## config.mk

```make
export PLATFORM = sky130hd
export DESIGN_NAME = tdm_demux4
export DESIGN_NICKNAME = d
export VERILOG_FILES = /design/src/rtl/tdm_pkg.sv /design/src/rtl/tdm_gap_timer.sv /design/src/rtl/tdm_demux4.sv
export SDC_FILE = /design/constraint.sdc
export NUM_CORES = 1
export LEC_CHECK = 0
export CORE_UTILIZATION = 44
export CTS_CLUSTER_SIZE = 12
export DETAILED_ROUTE_END_ITERATION = 6
export HOLD_SLACK_MARGIN = 0.15
export MAX_ROUTING_LAYER = met4
export PLACE_DENSITY = 0.68
export SYNTH_ARGS = -nofsm -noshare
export SYNTH_HDL_FRONTEND = slang
export SYNTH_HIERARCHICAL = 1
export SYNTH_SLANG_ARGS = --single-unit
```

## constraint.sdc

```tcl
create_clock -name clk -period 1.7 [get_ports clk]
set_input_delay 0.425 -clock clk [delete_from_list [all_inputs] [get_ports clk]]
set_output_delay 0.425 -clock clk [all_outputs]
set_load 0.02 [all_outputs]
```

## src/rtl/tdm_pkg.sv

```systemverilog
// Shared constants and types for the 4:1 TDM receive path.
package tdm_pkg;

  localparam logic ST_IDLE    = 1'b0;
  localparam logic ST_COLLECT = 1'b1;

  typedef enum logic {
    StIdle    = ST_IDLE,
    StCollect = ST_COLLECT
  } state_e;

  localparam logic [1:0] SLOT_A = 2'd0;
  localparam logic [1:0] SLOT_B = 2'd1;
  localparam logic [1:0] SLOT_C = 2'd2;
  localparam logic [1:0] SLOT_D = 2'd3;

  localparam int unsigned NUM_SLOTS = 4;

endpackage

```

## src/rtl/tdm_gap_timer.sv

```systemverilog
// Idle-cycle watchdog for a frame in progress. Counts enabled cycles and raises
// expired combinationally on the GAP_MAX-th consecutive one; self-clears on expiry.
module tdm_gap_timer #(
  parameter int unsigned GAP_MAX = 8
) (
  input  logic clk,
  input  logic rst,
  input  logic enable,
  input  logic clear,
  output logic expired
);

  localparam int unsigned CW = $clog2(GAP_MAX + 1);
  localparam logic [CW-1:0] LAST = CW'(GAP_MAX - 1);

  logic [CW-1:0] count_q, count_d;

  assign expired = enable && (count_q == LAST);

  // Next count: clear on accept/expiry, otherwise advance on idle cycles.
  always_comb begin
    count_d = count_q;
    if (clear || expired) begin
      count_d = '0;
    end else if (enable) begin
      count_d = count_q + CW'(1);
    end
  end

  // Counter register with synchronous reset.
  always_ff @(posedge clk) begin
    if (rst) begin
      count_q <= '0;
    end else begin
      count_q <= count_d;
    end
  end

endmodule

```

## src/rtl/tdm_demux4.sv

```systemverilog
// Receive end of the 4:1 TDM lane: steers slot words into shadow registers and
// publishes a complete a..d frame with a one-cycle strobe; flags aborted frames.
module tdm_demux4
  import tdm_pkg::*;
#(
  parameter int unsigned WIDTH   = 1,
  parameter int unsigned GAP_MAX = 8
) (
  input  logic             clk,
  input  logic             rst,
  input  logic [WIDTH-1:0] din,
  input  logic             din_valid,
  input  logic             frame_start,
  output logic [WIDTH-1:0] a,
  output logic [WIDTH-1:0] b,
  output logic [WIDTH-1:0] c,
  output logic [WIDTH-1:0] d,
  output logic [1:0]       sel,
  output logic             frame_valid,
  output logic             frame_err
);

  state_e state_q, state_d;
  logic [1:0] sel_q, sel_d;
  // Slot 3 never needs a shadow: it is taken straight from din on completion.
  logic [NUM_SLOTS-2:0][WIDTH-1:0] shadow_q, shadow_d;
  logic [NUM_SLOTS-1:0][WIDTH-1:0] ch_q, ch_d;
  logic fv_q, fv_d;
  logic fe_q, fe_d;

  logic gap_enable, gap_clear, gap_expired;

  tdm_gap_timer #(
    .GAP_MAX(GAP_MAX)
  ) u_gap_timer (
    .clk    (clk),
    .rst    (rst),
    .enable (gap_enable),
    .clear  (gap_clear),
    .expired(gap_expired)
  );

  // Frame FSM: slot steering, completion, restart and timeout handling.
  always_comb begin
    state_d    = state_q;
    sel_d      = sel_q;
    shadow_d   = shadow_q;
    ch_d       = ch_q;
    fv_d       = 1'b0;
    fe_d       = 1'b0;
    gap_enable = 1'b0;
    gap_clear  = 1'b1;
    case (state_q)
      StIdle: begin
        if (din_valid && frame_start) begin
          shadow_d[SLOT_A] = din;
          sel_d            = SLOT_B;
          state_d          = StCollect;
        end
      end
      StCollect: begin
        gap_enable = !din_valid;
        gap_clear  = din_valid;
        if (din_valid) begin
          if (frame_start) begin
            // Early restart: drop the partial frame, this word is the new slot 0.
            fe_d             = 1'b1;
            shadow_d[SLOT_A] = din;
            sel_d            = SLOT_B;
          end else if (sel_q == SLOT_D) begin
            ch_d    = {din, shadow_q[SLOT_C], shadow_q[SLOT_B], shadow_q[SLOT_A]};
            fv_d    = 1'b1;
            sel_d   = SLOT_A;
            state_d = StIdle;
          end else begin
            if (sel_q == SLOT_B) begin
              shadow_d[SLOT_B] = din;
            end else begin
              shadow_d[SLOT_C] = din;
            end
            sel_d = sel_q + 2'd1;
          end
        end else if (gap_expired) begin
          fe_d    = 1'b1;
          sel_d   = SLOT_A;
          state_d = StIdle;
        end
      end
      default: begin
        state_d = StIdle;
        sel_d   = SLOT_A;
      end
    endcase
  end

  // State, shadow and output registers with synchronous reset.
  always_ff @(posedge clk) begin
    if (rst) begin
      state_q  <= StIdle;
      sel_q    <= SLOT_A;
      shadow_q <= '0;
      ch_q     <= '0;
      fv_q     <= 1'b0;
      fe_q     <= 1'b0;
    end else begin
      state_q  <= state_d;
      sel_q    <= sel_d;
      shadow_q <= shadow_d;
      ch_q     <= ch_d;
      fv_q     <= fv_d;
      fe_q     <= fe_d;
    end
  end

  assign a           = ch_q[SLOT_A];
  assign b           = ch_q[SLOT_B];
  assign c           = ch_q[SLOT_C];
  assign d           = ch_q[SLOT_D];
  assign sel         = sel_q;
  assign frame_valid = fv_q;
  assign frame_err   = fe_q;

endmodule

```

# ---- Word-level counts from Yosys, hierarchy flattened
# Cells that the tools add are included.
dict set report totals {
  register_bits 16
  in_bits 5
}
dict set report classes {
  addsub 2
  n_eq_ne 7
  mux 22
  bitwise_logic 5
  reduce_logical 12
}
# operator count
set ops {}
lappend ops {{$mux W1} 14}
lappend ops {{$mux W2} 5}
lappend ops {{$reduce_and A5 Y1} 2}
lappend ops {{$ne A2 B2 Y1 const B} 3}
lappend ops {{$not A1 Y1} 5}
lappend ops {{$add A4 B1 Y4 const B} 1}
lappend ops {{$eq A4 B3 Y1 const B} 1}
lappend ops {{$pmux W1 S2} 2}
lappend ops {{$pmux W2 S2} 1}
lappend ops {{$reduce_and A4 Y1} 1}
lappend ops {{$reduce_or A2 Y1} 2}
lappend ops {{$reduce_or A4 Y1} 1}
lappend ops {{$ne A3 B2 Y1 const B} 1}
lappend ops {{$reduce_and A3 Y1} 1}
lappend ops {{$add A2 B1 Y2 const B} 1}
lappend ops {{$eq A2 B1 Y1 const B} 1}
lappend ops {{$eq A2 B2 Y1 const B} 1}
lappend ops {{$logic_and A1 B1 Y1} 2}
lappend ops {{$reduce_and A2 Y1} 1}
lappend ops {{$logic_not A1 Y1} 1}
lappend ops {{$logic_or A1 B1 Y1} 1}

# ---- Logic depth before layout (Yosys ltp)
# Gate-level depths: netlist of the first run.
dict set report depth {
  ltp_word 6
  depth_mapped 7
}

# ---- Cells and area by module
# The synthesis of the first run kept the hierarchy.
# mod n_inst cells_each area_per_inst_um2 seq_area_each_um2
set by_module_without_submodules {}
lappend by_module_without_submodules {tdm_demux4 1 56 526.8 240.2}
lappend by_module_without_submodules {tdm_gap_timer 1 17 180.2 80.1}

# ---- Worst setup path after synthesis of the first run
# No wires, ideal clock.
dict set report synth_timing {
  path_type {input to register}
  startpoint {input din_valid}
  endpoint {register sel_q[1], in the netlist sel[1]}
  t_arrival_ns 1.464
  t_required_ns 1.570
  slack_ns 0.106
  stages 7
  path_buffers 1
  path_cell_list {buf_4 > or2b_1 > inv_1 > and4b_4 > nor2_1 > o21ai_0 > a21oi_1}
}
dict set report synth_between {
  elab_chain_len 5
  word_cells_on_any_way 9
  cone_classes {eq/ne: 2; mux: 3; reduce/logical: 4}
}
# element line
set synth_rtl {}
lappend synth_rtl {{start, declared} tdm_demux4.sv:12} ;# input logic din_valid,
lappend synth_rtl {{$logic_not A1 Y1} tdm_demux4.sv:62} ;# gap_enable = !din_valid;
lappend synth_rtl {{$mux W1} tdm_demux4.sv:53} ;# case (state_q)
lappend synth_rtl {{via gap_enable} tdm_demux4.sv:31} ;# logic gap_enable, gap_clear, gap_expired;
lappend synth_rtl {{$logic_and A1 B1 Y1} tdm_gap_timer.sv:18} ;# assign expired = enable && (count_q == LAST);
lappend synth_rtl {{via gap_expired} tdm_demux4.sv:31}
lappend synth_rtl {{$ne A3 B2 Y1 (no source line)} n/a}
lappend synth_rtl {{$reduce_and A2 Y1 (no source line)} n/a}
lappend synth_rtl {{end signal, assigned} tdm_demux4.sv:107} ;# sel_q <= sel_d;
lappend synth_rtl {{end, declared} tdm_demux4.sv:24} ;# logic [1:0] sel_q, sel_d;
# The timed path passes the listed nets, and every way through them passes these cells.
# A chain may end at the register's enable or synchronous reset.

# ---- Worst setup path in the final report of the first run
dict set report layout_timing {
  startpoint {register ch_q (netlist bit d)}
  endpoint {output d}
}
# element line
set layout_lines {}
lappend layout_lines {{start, declared} tdm_demux4.sv:27} ;# logic [NUM_SLOTS-1:0][WIDTH-1:0] ch_q, ch_d;
lappend layout_lines {{start signal, assigned} tdm_demux4.sv:109} ;# ch_q <= ch_d;
lappend layout_lines {{end, declared} tdm_demux4.sv:17} ;# output logic [WIDTH-1:0] d,
# No word-level cell between the ends.

==> results of run 1 <==
layout make-up:
cell class	instances	area (µm²)
Fill cell	132	582
Multi-Input combinational cell	53	368
Sequential cell	16	320
Timing Repair Buffer	19	173
Clock buffer	4	36.3
Tap cell	16	20.0
Inverter	2	7.51
layer usage:
layer,wire [µm],vias up,part of all wire
met4,13,0,0.010
met3,48,2,0.038
met5,0,-,0
met2,522,11,0.41
li1,-,297,-
met1,682,255,0.54
logic make-up after synthesis:
family                     count (synthesis)  share of synthesized area
DFF                                       16                      0.453
muxes                                      5                     0.0708
and+or+nand+nor                           30                      0.274
adders and majority gates                  3                     0.0531
xor gates and xnor gates                   3                     0.0372
buffers and inverters                      4                     0.0266
AOI/OAI and AO/OA                         12                     0.0849
power by group through the flow:
| stage | sequential, mW | clock (mW) | combinational [mW] |
|---|---|---|---|
| 4_1_cts | 0.385 | 0.257 | 0.0668 |
| 6_report | 0.385 | 0.250 | 0.0665 |
| 2_1_floorplan | 0.397 | 0 | 0.0303 |
| 3_3_place_gp | 0.393 | 0 | 0.0673 |
| 5_1_grt | 0.386 | 0.273 | 0.0742 |
| 3_5_place_dp | 0.393 | 0 | 0.0682 |
through the flow:
stage | cells | hold slack, ns | setup WS (ns) | instance area, µm²
floorplan | 73 | 0.436 | 0.106 | 707
global placement | 106 | 0.447 | -0.0951 | 888
detailed placement | 106 | 0.456 | -0.194 | 888
CTS | 110 | 0.469 | 0.0459 | 922
global route | 110 | 0.517 | 0.00388 | 925
finish | 110 | 0.471 | 0.0576 | 925
worst paths after layout:
check | start | endpoint | slack, ns
max | d | d | 0.06
min | shadow_q[0] | shadow_q[0] | 0.47
max reg2reg | state_q | state_q | 0.27
min reg2reg | shadow_q[0] | shadow_q[0] | 0.47
cell usage after synthesis:
| cell type | count |
|---|---|
| dfxtp_1 | 16 |
| o21ai_0 | 7 |
| nor2_1 | 6 |
| a21oi_1 | 5 |
| mux2i_1 | 5 |
| nand2_1 | 4 |
| nand3b_1 | 4 |
| ha_1 | 3 |
| nand2b_1 | 3 |
| inv_1 | 2 |
| nor2b_1 | 2 |
| nor3_1 | 2 |
| xor2_1 | 2 |
| and4b_4 | 1 |
| buf_4 | 1 |
| clkbuf_1 | 1 |
| nand3_1 | 1 |
| nand4_1 | 1 |
| nand4b_2 | 1 |
| nor3b_1 | 1 |
| nor3b_2 | 1 |
| or2_0 | 1 |
| or2b_1 | 1 |
| or3_4 | 1 |
| xnor2_1 | 1 |
flip-flops by register name (all words and copies together) (netlist names):
register             flops
frame_valid              1
frame_err                1
u_gap_timer/count_q      4
d                        1
shadow_q                 3
sel                      2
b                        1
c                        1
a                        1
state_q                  1
==> metrics.cfg, run 1 <==
[run_status]
status=finished clean

[logic_synthesis]
ys_seq_elements=16
synth_nets=81
netlist.top_cell.by_area=dfxtp_1
syn_inst=73
ys_types=25
yosys_warnings=6
netlist.area_leader.share=0.453
avgSynthCellArea_um2=9.68
synth_area_um2=707
synth-seq-area-share=0.453
netlist_top_cells_area=dfxtp_1 45%, mux2i_1 7.1%, ha_1 5.3%

[critical_path]
path_buf_inv=1
required_ns=1.27
path_class=reg2out
crit_chain=clkdlybuf4s50_1
crit_family=buffers and inverters
reg2reg_depth=6
worstPathMaxFanout=2
end_kind=output pin
crit_path_start_kind=flop
crit_slowest_cell=clkdlybuf4s50_1
slowest_delay_ns=0.60
crit_arrival_ns=1.22
crit_cells=1

[floorplanning]
coreArea_um2=1510
dieArea_um2=1770
io_pins=13
start_util=0.469
rows=14
die_w_um=42.1
dieHeight_um=42.1

[timing]
post-route-min-period_ns=1.64
rsz0062_at_grt=false
tightestPinTransition_ns=0.262
maxSlewViolCount=0
setup_viol=0
setup_tns_ns=0
slew_headroom=0.824
fmax_mhz=609
finalHoldViolCount=0
fin_crit_sh=0.966
fin_skew_ns=0.00180

[detailed_routing]
drtPass1Iterations=4
wirelength_um=1270
vias=565
avgRoutedWirePerCell_um=11.5
drt-initial-drc-count=6
ant_nets=0
via_per_inst=5.14
drc=0

[layout]
utilization=0.614
drive_gt1_frac=0.160
antenna_cells=0
final_cell_mix=16 x dfxtp_1, 9 x clkdlybuf4s50_1, 7 x o21ai_0, 7 x buf_4, 6 x nor2_1
fin_nets=103
final_common_cell=dfxtp_1
syn_to_final_growth_pct=30.8

[grt]
grt_max_degree=11
grtUsageMet3=0.0388
grt_pass1_vias=513
use_met1=0.251
grt_pass1_wl_um=2350
gr-total-overflow=0
antenna_found_initial=0
grt-busiest-layer=met1
use_met2=0.250
grt_usage=0.176

[placed_design]
gp_congestion=0.721
hpwl_um=925
io_buffers=12

[power_and_ir_drop]
leakagePower_nw=0.395
p_switching_mw=0.155
internal_power_mw=0.546
clkPwrFrac=0.357
power_density_nw_per_um2=758
p_sw_frac=0.222
vdd_drop_max_uv=347
combPwrFrac=0.095
seq_power_share=0.549
power_mw=0.701

[clock_tree]
root_buffer=clkbuf_4
insertion_delay_ns=0.28
clk_pin_slew_ns=0.10
cts_max_level=1
cts.sinks=16
cts_hold_buffers=0
cts_tree=yes
cts_buffer_depth=2
cts-buffers-inserted=3
cts_resized=2
post_cts_buffers=0

[min_path]
hold_depth=2
min_path_type=reg2reg

[job]
maxCapViolCount=0

(Power assumes the default switching activity.)
==> run 2, diff against run 1 <==
--- a/config.mk
+++ b/config.mk
@@ -11,6 +11,8 @@
 export HOLD_SLACK_MARGIN = 0.15
 export MAX_ROUTING_LAYER = met4
 export PLACE_DENSITY = 0.68
+export RECOVER_POWER = 25
+export REMOVE_ABC_BUFFERS = 1
 export SYNTH_ARGS = -nofsm -noshare
 export SYNTH_HDL_FRONTEND = slang
 export SYNTH_HIERARCHICAL = 1
==> metrics.cfg, run 2 (synthesis results as in run 1) <==
[timing]
timing.hold.ws_ns=0.462
maxSlewViolCount=0
fin_skew_ns=0.00264
fin_crit_sh=0.962
finalHoldViolCount=0
slew_headroom=0.771
rsz0062_at_grt=false
post-route-min-period_ns=1.64
tightestPinTransition_ns=0.341
fmax_mhz=611
worst_slack_ns=0.0638
setup_tns_ns=0
setup_viol=0

[detailed_routing]
drc=0
wirelength_um=1290
drt-initial-drc-count=9
via_per_inst=5.19
vias=566
avgRoutedWirePerCell_um=11.8
ant_nets=0
drtPass1Iterations=4

[placed_design]
dp_slack_ns=-0.148
gp_congestion=0.753
hpwl_um=960
io_buffers=12

[layout]
syn_to_final_growth_pct=26.9
antenna_cells=0
fin_nets=103
final_cell_mix=16 x dfxtp_1, 10 x clkdlybuf4s50_1, 7 x o21ai_0, 7 x buf_4, 6 x nor2_1
drive_gt1_frac=0.129
regArea_um2=320
utilization=0.596
top_register=u_gap_timer/count_q
largest_reg_flops=4
multi_input_comb_area_um2=357
nFillCells=152
final_common_cell=dfxtp_1

[grt]
antenna_found_initial=0
gr-total-overflow=0
grt_pass1_vias=521
grt_pass1_wl_um=2150
grt_max_degree=11
grt_usage=0.167

[critical_path]
crit_chain=clkdlybuf4s50_1
crit_family=buffers and inverters
crit_slowest_cell=clkdlybuf4s50_1
crit_arrival_ns=1.21
path_buf_inv=1
path_class=reg2out
required_ns=1.27
worstPathMaxFanout=2
end_kind=output pin
crit_path_start_kind=flop
slowest_delay_ns=0.60

[clock_tree]
cts_hold_buffers=0
cts-buffers-inserted=3
root_buffer=clkbuf_4
insertion_delay_ns=0.27
cts_buffer_depth=2
cts.sinks=16
post_cts_buffers=0
clk_pin_slew_ns=0.08
cts_tree=yes
cts_max_level=1

[power_and_ir_drop]
p_sw_frac=0.218
leakagePower_nw=0.351
combPwrFrac=0.104
p_switching_mw=0.139
clkPwrFrac=0.292
seq_power_share=0.604
internal_power_mw=0.497
vdd_drop_max_uv=399
power_density_nw_per_um2=709

[floorplanning]
dieHeight_um=42.1
die_w_um=42.1
coreArea_um2=1510
io_pins=13
rows=14
start_util=0.469
dieArea_um2=1770

[run_status]
status=finished clean

[job]
maxCapViolCount=0

[min_path]
min_path_type=reg2reg

==> run 2: cell types whose count changed in the layout (fill, tap and decap cells not counted) <==
cell | previous run | this run
clkbuf_8 | 1 | 0
nor3b_1 | 1 | 2
dlymetal6s2s_1 | 1 | 0
clkdlybuf4s50_1 | 9 | 10
nor3b_2 | 1 | 0
nand4b_1 | 0 | 1
nand4b_2 | 1 | 0
==> run 2: metal layers <==
layer,GRT usage,part of all wire,up-vias
li1,-,-,296
met1,0.223,0.52,258
met2,0.231,0.44,10
met3,0.0388,0.031,2
met4,0.0938,0.010,0
met5,-,0,-
==> run 2: repair_timing <==
item,CTS,global route
resized for setup,2,0
endpoints found under the setup margin,2,0
hold endpoints to repair,0,0
==> run 2: metrics by stage <==
stage	instance area (µm²)	std cells	power [mW]
floorplan	696	71	0.421
global placement	888	106	0.461
detailed placement	888	106	0.461
CTS	908	109	0.647
global route	897	109	0.671
finish	897	109	0.636
==> run 2: layout make-up <==
class / count / area share
sequential: 16 / 0.357
timing repair buffer: 19 / 0.190
multi-input combinational: 53 / 0.397
inverter: 2 / 0.00837
tap: 16 / 0.0223
clock buffer: 3 / 0.0251
==> run 2: path summary, 6_finish.rpt <==
| check | start | end | depth (start not counted) | slack [ns] |
|---|---|---|---|---|
| max reg2reg | sel[0] | a | 4 | 0.32 |
| min reg2reg | shadow_q[0] | shadow_q[0] | 2 | 0.46 |
| min | shadow_q[0] | shadow_q[0] | 2 | 0.46 |
| max | b | b | 1 | 0.06 |
==> run 2: power groups by stage <==
stage,registers (mW),clock network (mW),logic [mW]
3_5_place_dp,0.393,0,0.0681
3_3_place_gp,0.393,0,0.0675
6_report,0.384,0.186,0.0659
4_1_cts,0.384,0.195,0.0671
2_1_floorplan,0.397,0,0.0240
5_1_grt,0.385,0.213,0.0724
==> RTL edit (settings of run 2) <==
`GAP_MAX` is set to 8 in 2 places; all go to 16.
--- a/src/rtl/tdm_gap_timer.sv
+++ b/src/rtl/tdm_gap_timer.sv
@@ -1,7 +1,7 @@
 // Idle-cycle watchdog for a frame in progress. Counts enabled cycles and raises
 // expired combinationally on the GAP_MAX-th consecutive one; self-clears on expiry.
 module tdm_gap_timer #(
-  parameter int unsigned GAP_MAX = 8
+  parameter int unsigned GAP_MAX = 16
 ) (
   input  logic clk,
   input  logic rst,
--- a/src/rtl/tdm_demux4.sv
+++ b/src/rtl/tdm_demux4.sv
@@ -4,7 +4,7 @@
   import tdm_pkg::*;
 #(
   parameter int unsigned WIDTH   = 1,
-  parameter int unsigned GAP_MAX = 8
+  parameter int unsigned GAP_MAX = 16
 ) (
   input  logic             clk,
   input  logic             rst,
Check against the original RTL: not equivalent (Yosys sat finds a counterexample within 10 cycles, from zero or initial values and one cycle with rst high).
==> RTL edit against run 2 <==
- final area is 6.4% higher
- area after synthesis increased by 9.0%
- routed wire length grew 14%
- worst setup slack improved by 0.0036 ns
- power increased by 9.2%
- die area rose by 8.6%
- sequential cell count grew 1
- sequential share of layout area up 0.21 points
- critical path type unchanged
- largest cell class unchanged
==> RTL edit: results (changes against run 2) <==
status:
  status: "finished clean"  # unchanged
placement:
  post-place-ws_ns: -0.1563  # was -0.1482 ns
  dp.final_hpwl_um: 995.7  # was 960.3 µm
  post_dp_cell_area_um2: 925.9  # was 888.4 µm²
grt:
  grt_max_degree: 14  # was 11
  grt_pass1_wl_mm: 2.311  # was 2.145 mm
  grt_pass1_vias: 536  # was 521
  grt_use_total_pct: 17.35  # was 16.67%
  grtUsageMet1_pct: 21.28  # was 22.28%
  met3_usage_pct: 7.500  # was 3.879%
  gr-usage-met2_pct: 25.07  # was 23.13%
  antenna_found_initial: 0  # unchanged
critical_path:
  worstPathMaxFanout: 1  # was 2
routing:
  drtPass1Iterations: 6  # was 4
  avgRoutedWirePerCell_um: 12.76  # was 11.83 µm
  vias_per_cell: 5.287  # was 5.193
  drtIter0Drc: 13  # was 9
sta:
  finClkSkew_ns: 0.001361  # was 0.002635 ns
  max_slew_margin_pct: 77.38  # was 77.12%
power_and_ir_drop:
  p_leak_nw: 0.3767  # was 0.3506 nW
  max-vdd-ir-drop_mv: 0.5838  # was 0.3985 mV
  switching_power_mw: 0.1698  # was 0.1388 mW
layout:
  nets: 109  # was 103
  largest_register_ffs: 5  # was 4
  nFillCells: 149  # was 152
  drive_gt1_share_pct: 19.19  # was 12.90%
synthesis:
  yosysSeqAreaShare_pct: 44.16  # was 45.31%
  synth.area.top_cells: "dfxtp_1 (44%), ha_1 (6.5%), mux2i_1 (6.5%), o21ai_0 (4.5%), nand3b_1 (3.9%)"  # was dfxtp_1 (45%), mux2i_1 (7.1%), ha_1 (5.3%), o21ai_0 (5.0%), nand3b_1 (4.2%)
  synth_commonest_cells: "dfxtp_1 (17), nor2_1 (8), o21ai_0 (7), a21oi_1 (5), mux2i_1 (5)"  # was dfxtp_1 (16), o21ai_0 (7), nor2_1 (6), a21oi_1 (5), mux2i_1 (5)
clock_tree:
  cts.clk_slew.worst_paths_ns: 0.10  # was 0.08 ns
  clock_latency_ns: 0.29  # was 0.27 ns
hold_path:
  hp-class: "reg2reg"  # unchanged
-- RTL edit: cell count changes after synthesis, sizes merged --
cell / before / now
dfxtp: 16 / 17
buf: 1 / 2
nor2: 6 / 8
a211oi: 0 / 1
ha: 3 / 4
and3: 0 / 1
nor3: 2 / 1
and2: 0 / 1
inv: 2 / 3
and4b: 1 / 0
-- RTL edit: through the flow --
| stage | cells | util, % |
|---|---|---|
| floorplan | 77 | - |
| global placement | 110 | 58.73 |
| detailed placement | 110 | 58.73 |
| CTS | 114 | 60.48 |
| global route | 115 | 60.56 |
| finish | 115 | 60.56 |
-- RTL edit: layer usage --
| layer | routed length (µm) | vias to the layer above | share of wire [%] |
|---|---|---|---|
| met5 | 0 | - | 0 |
| li1 | - | 309 | - |
| met4 | 31 | 0 | 2.1 |
| met1 | 685 | 279 | 47 |
| met2 | 682 | 16 | 46 |
| met3 | 68 | 4 | 4.6 |
-- RTL edit: cells by family (layout without fill, tap and decap cells) --
family	count (synthesis)	count (layout)	synth area share, %
fa+ha+maj	4	4	6.494
simple gates	32	32	25.65
flops	17	17	44.16
buf+inv	6	25	4.383
mux	5	5	6.494
xor+xnor	3	3	3.410
compound gates	13	13	9.414
-- RTL edit: timing repair --
| item | in CTS | in global routing |
|---|---|---|
| pin swaps | 0 | 2 |
| buffers inserted | 0 | 1 |
| gates resized for setup | 2 | 11 |
| hold buffers | 0 | 0 |
| endpoints found under the setup margin | 2 | 8 |
-- RTL edit: final timing paths --
path | start | to | slack, ns | cells past startpoint
min reg2reg | shadow_q[0] | shadow_q[0] | 0.48 | 2
max | frame_err | frame_err | 0.07 | 1
min | shadow_q[0] | shadow_q[0] | 0.48 | 2
max reg2reg | u_gap_timer/count_q[0] | u_gap_timer/count_q[4] | 0.08 | 6
-- RTL edit: area by class of cell --
type	count	area share, %
Sequential cell	17	35.91
Timing Repair Buffer	18	14.68
Tap cell	16	2.097
Clock inverter	1	0.7864
Clock buffer	3	2.359
Multi-Input combinational cell	57	42.99
Inverter	3	1.180
-- RTL edit: power by group through the flow --
stage,clock (mW),combinational (mW),sequential (mW)
2_1_floorplan,0,0.0255,0.421
3_3_place_gp,0,0.0613,0.419
3_5_place_dp,0,0.0619,0.420
4_1_cts,0.232,0.0609,0.411
5_1_grt,0.259,0.0658,0.412
6_report,0.224,0.0602,0.410
